==> src/rtl/serial_adder_ctrl_if.sv <==
// -----------------------------------------------------------------------------
// serial_adder_ctrl_if
//
// Operand/result bundle for serial_adder_ctrl.
//
// Handshake rule (both channels): a transfer happens on a rising clk edge where
// valid and ready are both high. The producer holds its payload stable from the
// cycle valid rises until that edge. The consumer may raise or drop ready at any
// time. Valid is never withdrawn by the producer before the transfer.
//
// Signals:
//   in_valid, in_ready   operand channel handshake
//   a, b                 WIDTH-bit operands
//   cin                  carry-in (add) / borrow-in (subtract)
//   sub                  0 = add, 1 = subtract
//   acc_sel              take A from the accumulator (SERIAL_ADDER_ACCUM_EN only)
//   out_valid, out_ready result channel handshake
//   sum, cout, ovf       result, final carry (sub: 1 = no borrow), signed overflow
//
// Modports:
//   master  operand producer / result consumer
//   slave   the adder itself
//
// Optional feature macro: SERIAL_ADDER_ACCUM_EN
// -----------------------------------------------------------------------------
interface serial_adder_ctrl_if #(
    parameter int WIDTH = 8
);
    logic             in_valid;
    logic             in_ready;
    logic [WIDTH-1:0] a;
    logic [WIDTH-1:0] b;
    logic             cin;
    logic             sub;
`ifdef SERIAL_ADDER_ACCUM_EN
    logic             acc_sel;
`endif
    logic             out_valid;
    logic             out_ready;
    logic [WIDTH-1:0] sum;
    logic             cout;
    logic             ovf;

`ifdef SERIAL_ADDER_ACCUM_EN
    modport master (
        output in_valid, a, b, cin, sub, acc_sel, out_ready,
        input  in_ready, out_valid, sum, cout, ovf
    );
    modport slave (
        input  in_valid, a, b, cin, sub, acc_sel, out_ready,
        output in_ready, out_valid, sum, cout, ovf
    );
`else
    modport master (
        output in_valid, a, b, cin, sub, out_ready,
        input  in_ready, out_valid, sum, cout, ovf
    );
    modport slave (
        input  in_valid, a, b, cin, sub, out_ready,
        output in_ready, out_valid, sum, cout, ovf
    );
`endif

endinterface

==> src/rtl/serial_adder_ctrl.sv <==
// -----------------------------------------------------------------------------
// serial_adder_ctrl
//
// Multi-cycle WIDTH-bit add/subtract. One DIGIT-wide full-adder slice is reused
// N = WIDTH/DIGIT times, with a single carry flip-flop chained across cycles.
// Subtraction is A + ~B + ~bin, so cout = 1 means "no borrow".
//
// FSM: IDLE (accept operands) -> RUN (N slice cycles) -> DONE (hold result
// until taken) -> IDLE. out_valid rises exactly N edges after the accepting
// edge; with out_ready held high one operation completes every N+2 cycles.
//
// Ports:
//   clk        clock, all state on the rising edge
//   rst        synchronous, active-high reset
//   bus        serial_adder_ctrl_if.slave (operand and result handshakes)
//   busy       high while in RUN
//   state_dbg  current FSM state (0 = IDLE, 1 = RUN, 2 = DONE)
//
// Optional feature macro: SERIAL_ADDER_ACCUM_EN
//   When defined, an internal WIDTH-bit accumulator captures sum on every
//   output handshake, and bus.acc_sel = 1 at operand accept makes A come from
//   the accumulator instead of bus.a.
// -----------------------------------------------------------------------------
module serial_adder_ctrl #(
    parameter int WIDTH = 8,
    parameter int DIGIT = 1
) (
    input  logic                 clk,
    input  logic                 rst,
    serial_adder_ctrl_if.slave   bus,
    output logic                 busy,
    output logic [1:0]           state_dbg
);

    localparam int N     = WIDTH / DIGIT;
    localparam int CNT_W = (N > 1) ? $clog2(N) : 1;

    // Elaboration-time parameter checks.
    if (WIDTH < 2) begin : g_bad_width
        $error("serial_adder_ctrl: WIDTH must be >= 2");
    end
    if (DIGIT < 1 || (WIDTH % DIGIT) != 0) begin : g_bad_digit
        $error("serial_adder_ctrl: WIDTH must be a multiple of DIGIT");
    end

    typedef enum logic [1:0] {
        ST_IDLE = 2'd0,
        ST_RUN  = 2'd1,
        ST_DONE = 2'd2
    } state_t;

    state_t state_q, state_d;

    // Datapath registers.
    logic [WIDTH-1:0] a_q;        // remaining digits of A, consumed from the LSB
    logic [WIDTH-1:0] b_q;        // remaining digits of effective B
    logic [WIDTH-1:0] res_q;      // result, filled from the MSB side
    logic             carry_q;    // carry chained between slice cycles
    logic [CNT_W-1:0] cnt_q;      // RUN cycles completed
    logic             sign_a_q;   // sign of A as accepted
    logic             sign_b_q;   // sign of effective B as accepted
    logic             cout_q;     // final carry, held through DONE and beyond
    logic             ovf_q;      // signed overflow, held through DONE and beyond

    // FSM strobes.
    logic accept;
    logic step;
    logic last_step;
    logic release_res;

    // Operand sources at accept.
    logic [WIDTH-1:0] a_src;
    logic [WIDTH-1:0] b_eff;

    // Shared slice.
    logic [DIGIT:0]   slice;
    logic [WIDTH-1:0] res_shift;

`ifdef SERIAL_ADDER_ACCUM_EN
    logic [WIDTH-1:0] acc_q;
    assign a_src = bus.acc_sel ? acc_q : bus.a;
`else
    assign a_src = bus.a;
`endif

    assign b_eff = bus.b ^ {WIDTH{bus.sub}};

    // -------------------------------------------------------------------------
    // FSM
    // -------------------------------------------------------------------------
    always_ff @(posedge clk) begin
        if (rst) begin
            state_q <= ST_IDLE;
        end else begin
            state_q <= state_d;
        end
    end

    always_comb begin
        state_d       = state_q;
        bus.in_ready  = 1'b0;
        bus.out_valid = 1'b0;
        busy          = 1'b0;
        accept        = 1'b0;
        step          = 1'b0;
        last_step     = 1'b0;
        release_res   = 1'b0;

        unique case (state_q)
            ST_IDLE: begin
                bus.in_ready = 1'b1;
                if (bus.in_valid) begin
                    accept  = 1'b1;
                    state_d = ST_RUN;
                end
            end
            ST_RUN: begin
                busy = 1'b1;
                step = 1'b1;
                if (cnt_q == CNT_W'(N - 1)) begin
                    last_step = 1'b1;
                    state_d   = ST_DONE;
                end
            end
            ST_DONE: begin
                // No accept here: the operand side reopens one cycle later.
                bus.out_valid = 1'b1;
                if (bus.out_ready) begin
                    release_res = 1'b1;
                    state_d     = ST_IDLE;
                end
            end
            default: begin
                state_d = ST_IDLE;
            end
        endcase
    end

    assign state_dbg = state_q;

    // -------------------------------------------------------------------------
    // Datapath
    // -------------------------------------------------------------------------
    assign slice = {1'b0, a_q[DIGIT-1:0]}
                 + {1'b0, b_q[DIGIT-1:0]}
                 + {{DIGIT{1'b0}}, carry_q};

    // New digit enters at the top; after N steps digit 0 has reached the LSB.
    if (DIGIT == WIDTH) begin : g_res_full
        assign res_shift = slice[DIGIT-1:0];
    end else begin : g_res_part
        assign res_shift = {slice[DIGIT-1:0], res_q[WIDTH-1:DIGIT]};
    end

    always_ff @(posedge clk) begin
        if (rst) begin
            a_q      <= '0;
            b_q      <= '0;
            res_q    <= '0;
            carry_q  <= 1'b0;
            cnt_q    <= '0;
            sign_a_q <= 1'b0;
            sign_b_q <= 1'b0;
            cout_q   <= 1'b0;
            ovf_q    <= 1'b0;
        end else if (accept) begin
            a_q      <= a_src;
            b_q      <= b_eff;
            carry_q  <= bus.cin ^ bus.sub;
            cnt_q    <= '0;
            sign_a_q <= a_src[WIDTH-1];
            sign_b_q <= b_eff[WIDTH-1];
        end else if (step) begin
            a_q     <= a_q >> DIGIT;
            b_q     <= b_q >> DIGIT;
            res_q   <= res_shift;
            carry_q <= slice[DIGIT];
            cnt_q   <= cnt_q + 1'b1;
            if (last_step) begin
                // slice[DIGIT-1] is the final result MSB being shifted in.
                cout_q <= slice[DIGIT];
                ovf_q  <= (sign_a_q == sign_b_q) && (slice[DIGIT-1] != sign_a_q);
            end
        end
    end

`ifdef SERIAL_ADDER_ACCUM_EN
    always_ff @(posedge clk) begin
        if (rst) begin
            acc_q <= '0;
        end else if (release_res) begin
            acc_q <= res_q;
        end
    end
`else
    logic unused_release;
    assign unused_release = release_res;
`endif

    assign bus.sum  = res_q;
    assign bus.cout = cout_q;
    assign bus.ovf  = ovf_q;

endmodule

==> src/flat_wrapper.sv <==
// flat-port wrapper written by rule: the top's interface ports become plain ports
module serial_adder_ctrl_flat 
#(
    parameter int WIDTH = 8,
    parameter int DIGIT = 1
)
  (clk, rst, busy, state_dbg, bus_in_valid, bus_a, bus_b, bus_cin, bus_sub, bus_out_ready, bus_in_ready, bus_out_valid, bus_sum, bus_cout, bus_ovf);
  serial_adder_ctrl_if #(.WIDTH(WIDTH)) bus_i ();
  input  logic clk;
  input  logic rst;
  output logic busy;
  output logic [1:0] state_dbg;
  input wire logic [$bits(bus_i.in_valid)-1:0] bus_in_valid;
  input wire logic [$bits(bus_i.a)-1:0] bus_a;
  input wire logic [$bits(bus_i.b)-1:0] bus_b;
  input wire logic [$bits(bus_i.cin)-1:0] bus_cin;
  input wire logic [$bits(bus_i.sub)-1:0] bus_sub;
  input wire logic [$bits(bus_i.out_ready)-1:0] bus_out_ready;
  output wire logic [$bits(bus_i.in_ready)-1:0] bus_in_ready;
  output wire logic [$bits(bus_i.out_valid)-1:0] bus_out_valid;
  output wire logic [$bits(bus_i.sum)-1:0] bus_sum;
  output wire logic [$bits(bus_i.cout)-1:0] bus_cout;
  output wire logic [$bits(bus_i.ovf)-1:0] bus_ovf;
  assign bus_i.in_valid = bus_in_valid;
  assign bus_i.a = bus_a;
  assign bus_i.b = bus_b;
  assign bus_i.cin = bus_cin;
  assign bus_i.sub = bus_sub;
  assign bus_i.out_ready = bus_out_ready;
  assign bus_in_ready = bus_i.in_ready;
  assign bus_out_valid = bus_i.out_valid;
  assign bus_sum = bus_i.sum;
  assign bus_cout = bus_i.cout;
  assign bus_ovf = bus_i.ovf;
  serial_adder_ctrl #(.WIDTH(WIDTH), .DIGIT(DIGIT)) u_core (.clk(clk), .rst(rst), .bus(bus_i), .busy(busy), .state_dbg(state_dbg));
endmodule
==> config.mk <==
export PLATFORM = sky130hd
export DESIGN_NAME = serial_adder_ctrl_flat
export DESIGN_NICKNAME = d
export VERILOG_FILES = /design/src/rtl/serial_adder_ctrl_if.sv /design/src/rtl/serial_adder_ctrl.sv /design/src/flat_wrapper.sv
export SDC_FILE = /design/constraint.sdc
export NUM_CORES = 1
export LEC_CHECK = 0
export ABC_AREA = 1
export CELL_PAD_IN_SITES_DETAIL_PLACEMENT = 2
export CELL_PAD_IN_SITES_GLOBAL_PLACEMENT = 2
export CORE_MARGIN = 10
export CORE_UTILIZATION = 29
export CTS_CLUSTER_SIZE = 8
export DETAILED_ROUTE_END_ITERATION = 10
export PLACE_DENSITY_LB_ADDON = 0.1
export SYNTH_ARGS = -nofsm -noshare
export SYNTH_HDL_FRONTEND = slang
export SYNTH_SLANG_ARGS = --single-unit
export TNS_END_PERCENT = 5
==> constraint.sdc <==
create_clock -name clk -period 2.4 [get_ports clk]
set_input_delay 0.48 -clock clk [delete_from_list [all_inputs] [get_ports clk]]
set_output_delay 0.48 -clock clk [all_outputs]
set_load 0.01 [all_outputs]
* Word-level counts from Yosys, hierarchy flattened
Index checks and enable logic that the tools add are counted.
Word-level totals: bits in registers 34, input port bits 22, output and inout bits 15, word-level logic and storage cells 48
Operators by class: $add $sub $neg 3, equality and inequality tests 8, mux-type cells 17, bitwise gates (word level) 3, reduce and logical (&&, ||, !) cells 7
Operators by type and width (number):
- two-way mux 8 bit | 4
- two-way mux 1 bit | 9
- bitwise XOR 8 bit | 1
- two-way mux 2 bit | 3
- one-hot mux 2 bit (3 select lines) | 1
- AND reduction 3 bit | 2
- inequality test 2 bit, second input constant | 2
- adder 3 x 1 -> 3 bit, second input constant | 1
- == test 3 bit, second input constant | 1
- adder 1 x 1 -> 2 bit | 1
- adder 2 x 1 -> 2 bit | 1
- == test 2 x 1 -> 1 bit, second input constant | 1
- == test 2 bit, second input constant | 1
- logical NOT 2 bit | 1
- inequality test 2 x 1 -> 1 bit, second input constant | 1
- AND reduction 2 bit | 1
- nonzero test 2 bit | 1
- OR reduction 2 bit | 1
- == test 1 bit | 1
- logical AND 1 bit | 1
- inequality test 1 bit | 1
- inverter 1 bit | 1
- bitwise XOR 1 bit | 1

* Longest topological paths before layout
depth in word-level cells 4, depth in mapped cells 8, gate-level depth less buffers 7

* Worst setup path after synthesis
No wires, ideal clock.
path type register to output, start reg u_core.state_q[0], in the netlist u_core.state_dbg[0], end out busy, arrival 895 ps, required time 1920 ps, slack 1025 ps, cell stages (with the launch flop) 5, buffers on the path 2, cell sequence dfxtp_1 buf_6 inv_2 nor2_4 buf_2
Between the ends: word-level cells in the longest chain between the ends 2
Ends and longest elaborated chain:
- from (decl) | line serial_adder_ctrl.sv:52 | state_t state_q, state_d;
- from (signal assigned) | line serial_adder_ctrl.sv:95 | state_q <= state_d;
- == test 2 x 1 -> 1 bit | line serial_adder_ctrl.sv:109 | unique case (state_q)
- two-way mux 1 bit | line serial_adder_ctrl.sv:109
- to (decl) | line flat_wrapper.sv:11 | output logic busy;
Every way passes these cells.

* Worst setup path after layout
Same ends and word-level chain as after synthesis.

==> results by group <==
Synth
  – Yosys warning count: 0
  – Netlist area before placement: around 0.0017 mm²
  – Synth top area share: 0.4000
  – Distinct cell type count after synthesis: 23
  – Post-Synthesis Cells: between 200 and 250
  – Number of flip-flops and latches in the synthesized netlist: 34
  – Cell type with the largest total area after synthesis: sky130_fd_sc_hd__dfxtp_1
  – Library cell with the highest instance count after synthesis: sky130_fd_sc_hd__nand2_1
  – Cell types occupying the most area after synthesis: sky130_fd_sc_hd__dfxtp_1 (40%), sky130_fd_sc_hd__nand2_1 (22%), sky130_fd_sc_hd__nor2_1 (5.3%)
  – Top post-synthesis cells by count: sky130_fd_sc_hd__nand2_1 (98), sky130_fd_sc_hd__dfxtp_1 (34), sky130_fd_sc_hd__nor2_1 (24)
  – Syn_nets: roughly 270
  – Count of flip-flops with a built-in enable after synthesis: 0
  – FFs w/ async S/R, synth: 0
  – Mean instance size in the synthesized netlist: around 6.9 µm²
  – Top_reg_cell synth: sky130_fd_sc_hd__dfxtp_1
  – Sequential fraction of the synthesis area: 0.4000

Worst setup path
  – Data required time of the critical path: 1.92 ns
  – Worst Setup Start Kind: flop
  – Critical path capture point type: output port
  – Reg-to-reg startpoint: u_core.state_dbg[0]
  – Capturing point of the worst reg2reg path: u_core.bus.ovf
  – Class of the most critical setup path: reg2out
  – Slack of the worst reg-to-reg path: 0.78 ns
  – Cell depth of the worst flop-to-flop path: 5
  – CP startpoint: u_core.state_dbg[0]
  – CP arrival: about 1.8 ns
  – Max Fanout on Critical Path: 10
  – Setup crit end: busy

Outcome
  – Status: finished clean

Timing
  – Highest clock rate: 0.4487 GHz
  – Setup repair after global routing missed its margin: false
  – Portion of the clock cycle consumed by the worst path in the final layout: 0.9286
  – Post-Route Setup TNS: 0 ns
  – Setup Viol. Count Final: 0
  – Number of pins exceeding their max-slew limit in the final report: 0
  – Slew Limit Headroom: 0.6289
  – Hold Fails Final Rpt: 0
  – Final Critical Period: approximately 2.2 ns
  – Final Skew: between 0.004 and 0.005 ns
  – Slew at the pin with the worst max-slew slack: between 0.5 and 0.6 ns

Power and ir drop
  – Reported leakage power: just over 1 nW
  – Max rail drop VDD: 0.0002525 V
  – Net Sw Power: 0.4023 mW
  – Switching share of power: 0.2564
  – Total power divided by cell area: between 600 and 700 mW/mm²
  – Sequential group share of total power: 0.404
  – Share of power burned in the clock network: 0.428
  – Combinational fraction of design power: 0.168
  – Internal power contribution: about 1.2 mW

Placed design
  – Post-placement cell count: approximately 350
  – Placer congestion estimate: about 0.71
  – Final HPWL from detailed placement: 3861 µm
  – IO Port Bufs: 36

Floorplanning
  – Number of core rows: 27
  – Placeable core region: about 0.0056 mm²
  – Vertical extent of the die: 96.60 µm
  – IO Pins: 37
  – Die Outline Area: just over 0.009 mm²
  – Initial cell density of the core: 0.3034
  – Die W: 96.60 µm

Detailed routing
  – Total Wirelength: 5344 µm
  – Avg Vias per Cell: roughly 4.7
  – Number of nets with antenna violations after routing: 0
  – Routed wire per std cell: 15.05 µm
  – Number of remaining DRC errors: 0
  – Total via count after detailed routing: ~1700
  – Wire length on met3: roughly 190 µm
  – Met2 wirelength from detailed routing: around 2700 µm
  – Number of DRC markers after the initial detailed-route iteration: 39
  – Top routing layer in use: met4
  – Length of the first detailed-routing pass in iterations: 4
  – Detailed-route wire length on metal 1: between 2000 and 2500 µm

Clock tree
  – Clock edge transition at the registers on the reported setup and hold paths: around 0.080 ns
  – Number of CTS-inserted buffers: 5
  – Number of H-tree branching levels: 2
  – Number of buffers inserted by post-CTS setup repair: 0
  – Clk sinks: 34
  – Maximum buffer depth of the clock tree: 2
  – Clock Root Buffer: sky130_fd_sc_hd__clkbuf_8
  – Clock tree from TritonCTS: done
  – Number of instances resized during post-cts repair: 0
  – Worst-Skew Late Latency: between 0.2 and 0.3 ns
  – Post-cts hold buffer count: 0

Global routing
  – Number of antenna violations at the first check in global routing: 0
  – Global-route wire length before repair: between 8000 and 9000 µm
  – Via count of the first global-routing pass: roughly 1800
  – Maximum number of pins on one net before global-route repair: 23
  – Aggregate global routing overflow: 0
  – GRT Overall Usage: 0.1134

Final layout
  – Seq. cell area: 680.7 µm²
  – Fillers: 691
  – Number of nets in the finished design: 307
  – Core Util, Final: 0.4007
  – Multi-input logic area: 857.1 µm²
  – Layout overhead on the synthesized area: 32.06%
  – Diodes inserted: 0
  – Final instance count without filler cells: 355
  – Fraction of layout instances using a drive strength above 1: 0.1025

Run
  – Max-Cap Viols: 0

Worst hold path
  – Type of the worst min-delay path: reg2reg
[routing by layer]
metal  vias up  global-route usage
met5         -                   0
met4         0             0.03382
met3         8             0.02768
met2        23              0.1984
met1       789              0.1321
li1        834                   -
[cell usage in the layout, fill, tap and decap left out, types with 2 or more instances in the layout]
cell / instances
sky130_fd_sc_hd__bufinv_16: 2
sky130_fd_sc_hd__inv_1: 20
sky130_fd_sc_hd__a21oi_1: 8
sky130_fd_sc_hd__nand3b_1: 6
sky130_fd_sc_hd__nand3_1: 11
sky130_fd_sc_hd__clkbuf_8: 6
sky130_fd_sc_hd__buf_4: 4
sky130_fd_sc_hd__clkdlybuf4s50_1: 36
sky130_fd_sc_hd__nor2_1: 24
sky130_fd_sc_hd__a21oi_2: 8
sky130_fd_sc_hd__o21ai_0: 11
sky130_fd_sc_hd__inv_2: 3
sky130_fd_sc_hd__ha_1: 2
sky130_fd_sc_hd__dfxtp_1: 34
sky130_fd_sc_hd__nand2_1: 98
sky130_fd_sc_hd__nor2_4: 3
[cell type report]
cell class / count / share of cell area
timing repair buffer: 40 / 0.1737
inverter: 23 / 0.03842
clock buffer: 6 / 0.03675
clock inverter: 2 / 0.02673
sequential: 34 / 0.3029
multi-input combinational: 178 / 0.3814
tap: 72 / 0.04009
[critical path, stage by stage, from the launching register on]
cell,delay [ns]
sky130_fd_sc_hd__dfxtp_1,0.68
sky130_fd_sc_hd__inv_2,0.11
sky130_fd_sc_hd__nor2_4,0.12
sky130_fd_sc_hd__clkdlybuf4s50_1,0.55
[per-stage QoR]
step	hold slack, ns	setup slack [ns]	power [mW]	instance area, µm²
6_report	0.4730	0.1714	1.569	2247
5_1_grt	0.5048	0.06775	1.653	2247
3_5_place_dp	0.4668	0.4663	0.9146	2105
4_1_cts	0.4785	0.1397	1.592	2247
3_3_place_gp	0.4562	0.4568	0.9087	2105
2_1_floorplan	0.4435	1.025	0.8040	1702
[flip-flops by register name, indices dropped and copies added (netlist names)]
| register | flops |
|---|---|
| u_core.sign_b_q | 1 |
| u_core.bus.ovf | 1 |
| u_core.sign_a_q | 1 |
| u_core.b_q | 8 |
| u_core.bus.cout | 1 |
| u_core.state_dbg | 2 |
| u_core.carry_q | 1 |
| u_core.bus.sum | 8 |
| u_core.cnt_q | 3 |
| u_core.a_q | 8 |
[power by group through the flow]
stage	Sequential, mW	Combinational, mW	Clock, mW
finish	0.634	0.263	0.672
detailed placement	0.647	0.268	0
global route	0.640	0.300	0.713
floorplan	0.642	0.162	0
CTS	0.634	0.273	0.686
global placement	0.646	0.263	0
[kinds of logic after synthesis]
group                      count (synthesis)  share of synthesized area
xor gates and xnor gates                   1                   0.005148
AOI/OAI and AO/OA                         30                     0.1140
adders and majority gates                  3                    0.02647
DFF                                       34                     0.4000
buffers and inverters                     34                    0.09631
and+or+nand+nor                          144                     0.3581
[worst min-delay path by stage]
stage               startpoint               to  slack [ns]  depth (start not counted)
2_1_floorplan    u_core.b_q[7]    u_core.b_q[7]        0.44                          2
3_3_place_gp     u_core.b_q[7]    u_core.b_q[7]        0.46                          2
3_5_place_dp     u_core.b_q[7]    u_core.b_q[7]        0.47                          2
4_1_cts          u_core.b_q[7]    u_core.b_q[7]        0.48                          2
5_1_grt        u_core.cnt_q[1]  u_core.cnt_q[1]        0.50                          2
6_report       u_core.cnt_q[1]  u_core.cnt_q[1]        0.47                          2
Power figures use the tool's default switching activity.
==> RTL edit 1: new RTL, same settings <==
`WIDTH` is set to 8 in 3 places; all go to 32.
--- a/src/rtl/serial_adder_ctrl_if.sv
+++ b/src/rtl/serial_adder_ctrl_if.sv
@@ -24,7 +24,7 @@
 // Optional feature macro: SERIAL_ADDER_ACCUM_EN
 // -----------------------------------------------------------------------------
 interface serial_adder_ctrl_if #(
-    parameter int WIDTH = 8
+    parameter int WIDTH = 32
 );
     logic             in_valid;
     logic             in_ready;
--- a/src/rtl/serial_adder_ctrl.sv
+++ b/src/rtl/serial_adder_ctrl.sv
@@ -22,7 +22,7 @@
 //   the accumulator instead of bus.a.
 // -----------------------------------------------------------------------------
 module serial_adder_ctrl #(
-    parameter int WIDTH = 8,
+    parameter int WIDTH = 32,
     parameter int DIGIT = 1
 ) (
     input  logic                 clk,
--- a/src/flat_wrapper.sv
+++ b/src/flat_wrapper.sv
@@ -1,7 +1,7 @@
 // flat-port wrapper written by rule: the top's interface ports become plain ports
 module serial_adder_ctrl_flat 
 #(
-    parameter int WIDTH = 8,
+    parameter int WIDTH = 32,
     parameter int DIGIT = 1
 )
   (clk, rst, busy, state_dbg, bus_in_valid, bus_a, bus_b, bus_cin, bus_sub, bus_out_ready, bus_in_ready, bus_out_valid, bus_sum, bus_cout, bus_ovf);
Ports: changed (resized bus_a, bus_b and bus_sum); port bits go from 37 to 109. No check against the original RTL was run, so the function may have changed too.
==> RTL edit 1 against the original RTL <==
Sequential power rose to 3.2 times the old value. Wire length rose to 3.5 times the old value. Cell count rose to 3.2 times the old value. Hold slack barely moved. Utilization fell by 2.2 points. Clock power rose by 110%. Synthesized area rose to 3.2 times the old value. Synthesized cell count rose to 3.4 times the old value. Cell area rose to 3.0 times the old value. Largest cell class unchanged. Critical endpoint is now bus_out_valid. Sequential cell count rose by 74. Power rose to 2.7 times the old value. Worst setup slack got worse by 0.079 ns.
==> RTL edit 1: results (changes against the original RTL) <==
| Metric | Value |
|---|---|
| WL/cell | 16.21 um (was 15.05 um) |
| Clk root buf | clkbuf_16 (was clkbuf_8) |
| All-Layer GR Usage | 0.1545 (was 0.1134) |
| First-pass GRT wire length | 31080 um (was 8894 um) |
| Setup slack, reg-to-reg | 0.42 ns (was 0.78 ns) |
| DP HPWL | 13460 um (was 3861 um) |
| Wl on met1 | 8408 um (was 2439 um) |
| RePlAce Congestion | 0.7460 (was 0.7135) |
| Top cells by count, synth | nand2_1, dfxtp_1, nor2_1, a21oi_1, inv_1 (was nand2_1, dfxtp_1, nor2_1, inv_1) |
| Fraction of layout instances using a drive strength above 1 | 0.04585 (was 0.1025) |
| Int Power | 3.026 mW (was 1.167 mW) |
| Cell leakage power | 3.074 nW (was 1.009 nW) |
| CTS H-tree lvls | 3 (was 2) |
| Data arrival, critical path | 1.83 ns (was 1.75 ns) |
| Hold endpoint | u_core.a_q[11]$_SDFFE_PP0P_ (was u_core.cnt_q[1]$_SDFFE_PP0N_) |
| Cts bufs inserted | 9 (was 5) |
| Worst Hold Launch | u_core.a_q[11]$_SDFFE_PP0P_ (was u_core.cnt_q[1]$_SDFFE_PP0N_) |
| Met3 wire len | 726 um (was 185 um) |
| Count of unique library cells instantiated by Yosys | 24 (was 23) |
| Met2 usage | 0.2786 (was 0.1984) |
| Met1 usage | 0.1827 (was 0.1321) |
| Top cells by area, synth | dfxtp_1, nand2_1, a21oi_1 (was dfxtp_1, nand2_1, nor2_1) |
| Clk Latency, worst-skew pair | 0.35 ns (was 0.29 ns) |
| Pin count of the biggest net entering global routing | 78 (was 23) |
| Multi-input logic portion of the cell area | 0.3905 (was 0.3814) |
| Worst slack, placed | 0.3617 ns (was 0.4663 ns) |
| Non-clock buffers | 125 (was 40) |
| Slew @ Worst Pin | 0.8314 ns (was 0.5559 ns) |
| Status | finished clean (unchanged) |
| Metal2 WL | 9223 um (was 2682 um) |
| Crit share post-route | 0.9617 (was 0.9286) |
| 1st-iter DRT viols | 264 (was 39) |
| Register Area | 2162 um^2 (was 680.7 um^2) |
| Signal buf overhead | 0.1831 (was 0.1737) |
## RTL edit 1: changes by cell type in the layout (fill, tap and decap cells not counted), sizes merged, moves of 14 or more
cell / unedited run / this run
a21oi: 16 / 58
buf: 4 / 18
clkdlybuf4s50: 36 / 107
dfxtp: 34 / 108
inv: 23 / 54
nand2: 100 / 366
nand3: 11 / 38
nand3b: 6 / 30
nor2: 27 / 78
o21ai: 12 / 37
## RTL edit 1: metrics by stage
| stage | instance area, um^2 | util | hold slack [ns] | cells |
|---|---|---|---|---|
| finish | 6848 | 0.3786 | 0.4725 | 1145 |
| global route | 6848 | 0.3786 | 0.4932 | 1145 |
| CTS | 6848 | 0.3786 | 0.4745 | 1145 |
| detailed placement | 6581 | 0.3639 | 0.4636 | 1130 |
| global placement | 6581 | 0.3639 | 0.4518 | 1130 |
| floorplan | 5363 | - | 0.4432 | 832 |
## RTL edit 1: power groups by stage
stage	clock (mW)	combinational [mW]	sequential (mW)
finish	1.39	0.886	2.03
global route	1.53	1.01	2.05
detailed placement	0	0.903	2.07
floorplan	0	0.506	2.06
CTS	1.44	0.909	2.03
global placement	0	0.855	2.06
## RTL edit 1: logic make-up (layout without fill, tap and decap cells)
kind of cell,after synthesis,in the layout,synth area share
flip-flops,108,108,0.4032
buffers and inverters,110,194,0.09823
adder cells (fa/ha/maj),3,3,0.008399
AND/OR/NAND/NOR,512,512,0.3938
AO/OA/AOI/OAI,97,97,0.09310
XOR/XNOR,2,2,0.003267
## RTL edit 1: critical path: stages, from the launching register on
cell and delay, ns:
dfxtp_1 0.53, inv_4 0.05, nor2_1 0.28, clkdlybuf4s50_1 0.62
==> RTL edit 2: new RTL, config.mk and constraints unchanged <==
Made on the original files. Put one more register stage on the output `state_dbg`. The value now appears one clock later. The other outputs are not delayed to match.
--- a/src/rtl/serial_adder_ctrl.sv
+++ b/src/rtl/serial_adder_ctrl.sv
@@ -136,7 +136,9 @@
         endcase
     end
 
-    assign state_dbg = state_q;
+    always_ff @(posedge clk) begin
+        state_dbg <= state_q;
+    end
 
     // -------------------------------------------------------------------------
     // Datapath
Check against the original RTL: not equivalent (Yosys sat finds a counterexample within 4 cycles, from zero or initial values and one cycle with rst high).
==> RTL edit 2 against the original RTL <==
Count of clock-buffer cells in the layout is 2 higher. Worst setup slack gained 0.095 ns. Via count decreased by 1.1%. Utilization decreased by 2.1 points. Sequential power is 5.5% higher. Wire length decreased by 7.3%. Cell area fell by 1.2%. Sequential cell count up 2. Synthesized area up 1.5%. Combinational power shrank 3%. Power is 12% lower. Critical endpoint is now bus_out_valid. Largest cell class unchanged. Largest power group is now sequential cells.
==> RTL edit 2: results (changes against the original RTL) <==
| Metric | Value |
|---|---|
| Status | finished clean (unchanged) |
| Worst-path clk slew | 0.07 ns |
| Worst hold path depth | 2 (unchanged) |
| CP max FO | 10 (unchanged) |
| RePlAce Congestion | 0.7213 (was 0.7135) |
| Post-CTS Setup Repair Bufs | 0 (unchanged) |
| Peak supply drop | 0.1985 mV (was 0.2525 mV) |
| First-pass GRT wire length | 8390 um (was 8894 um) |
| Cts bufs inserted | 5 (unchanged) |
| CTS H-tree lvls | 2 (unchanged) |
| Via density | 4.593 (was 4.659) |
| Area leader, netlist | dfxtp_1 (unchanged) |
| # nets final | 305 (was 307) |
| Top cells by area, synth | dfxtp_1, nand2_1, nor2_1 (unchanged) |
| Seq/Total Area, Yosys | 0.4174 (was 0.4000) |
| CTS Buffer Depth | 2 (unchanged) |
| Total iterations of the first detailed-routing run | 4 (unchanged) |
| DP HPWL | 3657 um (was 3861 um) |
| Worst hold-check path type | reg -> reg (unchanged) |
| Clock Skews | 0.003456 ns (was 0.004373 ns) |
| Post-DP Area | 2128 um^2 (was 2105 um^2) |
| Clk root buf | clkbuf_8 (unchanged) |
| Sw frac | 0.2773 (was 0.2564) |
| I/O Buffers | 36 (unchanged) |
| Slew @ Worst Pin | 0.4805 ns (was 0.5559 ns) |
| Fraction of layout instances using a drive strength above 1 | 0.08185 (was 0.1025) |
| Count of unique library cells instantiated by Yosys | 23 (unchanged) |
| Top cells by count, synth | nand2_1, dfxtp_1, nor2_1, inv_1, a21oi_1 (was nand2_1, dfxtp_1, nor2_1, inv_1) |
| Inserted Diodes | 0 (unchanged) |
| Crit Reg-Reg Endpoint | u_core.bus.cout$_SDFFE_PP0P_ (was u_core.bus.ovf$_SDFFE_PP0P_) |
| Hold endpoint | u_core.b_q[3]$_SDFFE_PP0P_ (was u_core.cnt_q[1]$_SDFFE_PP0N_) |
| All-Layer GR Usage | 0.1054 (was 0.1134) |
| Async S/R FF share, synth | 0 (unchanged) |
| Initial antenna violation count | 0 (unchanged) |
| Number of global-route vias before repair | 1691 (was 1823) |
| Fill cell count | 717 (was 691) |
| Cell leakage power | 0.9740 nW (was 1.009 nW) |
| Setup slack, reg-to-reg | 0.96 ns (was 0.78 ns) |
| Pin count of the biggest net entering global routing | 21 (was 23) |
| Clk Latency, worst-skew pair | 0.29 ns (about the same) |
| Worst Hold Launch | u_core.b_q[3]$_SDFFE_PP0P_ (was u_core.cnt_q[1]$_SDFFE_PP0N_) |
| WS Path Type | reg -> out (unchanged) |
| Syn nets | 269 (was 271) |
| Data arrival, critical path | 1.65 ns (was 1.75 ns) |
| Yosys warns | 0 (unchanged) |
| Final wirelength | 4956 um (was 5344 um) |
| Critical R2R Launch | u_core.state_q[1]$_SDFFE_PP0P_ (was u_core.state_dbg[0]$_SDFFE_PP0P_) |
| Register-to-Register Path Depth | 7 (was 5) |
| 1st-iter DRT viols | 28 (was 39) |
| Worst slack, placed | 0.3229 ns (was 0.4663 ns) |
## RTL edit 2: cell types whose count changed after synthesis, sizes merged
| cell | delta |
|---|---|
| nand2 | -2 |
| inv | -3 |
| o21ai | -1 |
| buf | -1 |
| a21oi | +2 |
| nand3 | +1 |
| nor3 | +1 |
| dfxtp | +2 |
| nor2 | -3 |
| clkbuf | +1 |
| xor2 | +1 |
## RTL edit 2: cells by family after synthesis
family,synth area share
DFF,0.4174
buffers and inverters,0.09130
adders and majority gates,0.02609
and+or+nand+nor,0.3464
xor gates and xnor gates,0.01015
AOI/OAI and AO/OA,0.1087
## RTL edit 2: per-layer routing
layer / part of all wire / GRT usage / wire length, um
met5: 0 / 0 / 0
met3: 0.033 / 0.02703 / 164
met4: 0.018 / 0.04427 / 89
met2: 0.47 / 0.1764 / 2347
met1: 0.48 / 0.1240 / 2355
## RTL edit 2: final cells by class
class,count,share of cell area
multi-input combinational,177,0.3822
sequential,36,0.3253
clock buffer,8,0.04059
tap,75,0.04228
timing repair buffer,40,0.1759
inverter,20,0.03382
## RTL edit 2: how the worst max path moves through the flow
stage,endpoint,slack [ns]
6_report,bus_out_valid,0.27
5_1_grt,bus_out_valid,0.18
4_1_cts,busy,0.03
3_5_place_dp,u_core.b_q[0]$_SDFFE_PP0P_,0.32
3_3_place_gp,u_core.b_q[0]$_SDFFE_PP0P_,0.35
2_1_floorplan,busy,1.08
## RTL edit 2: power groups by stage
stage          clock network [mW]  logic [mW]  registers, mW
2_1_floorplan                   0       0.160          0.679
3_3_place_gp                    0       0.258          0.683
3_5_place_dp                    0       0.263          0.684
4_1_cts                     0.464       0.264          0.670
5_1_grt                     0.493       0.292          0.677
6_report                    0.449       0.255          0.669
## RTL edit 2: worst max-delay path, stage by stage (launching register included)
cell             delay, ns
dfxtp_1               0.47
inv_2                 0.18
nor2_1                0.16
clkdlybuf4s50_1       0.55
## RTL edit 2: per-stage QoR
step                      hold slack [ns]  cells    util
after detailed placement           0.4562    348  0.3638
after CTS                          0.4690    356  0.3792
after global routing               0.4811    356  0.3794
after floorplan                    0.3945    244       -
after global placement             0.4526    348  0.3638
final                              0.4673    356  0.3794
## RTL edit 2: timing repair
action	CTS	global route
endpoints found under the hold margin	0	0
gates resized for setup	0	1
setup endpoints to repair	0	1
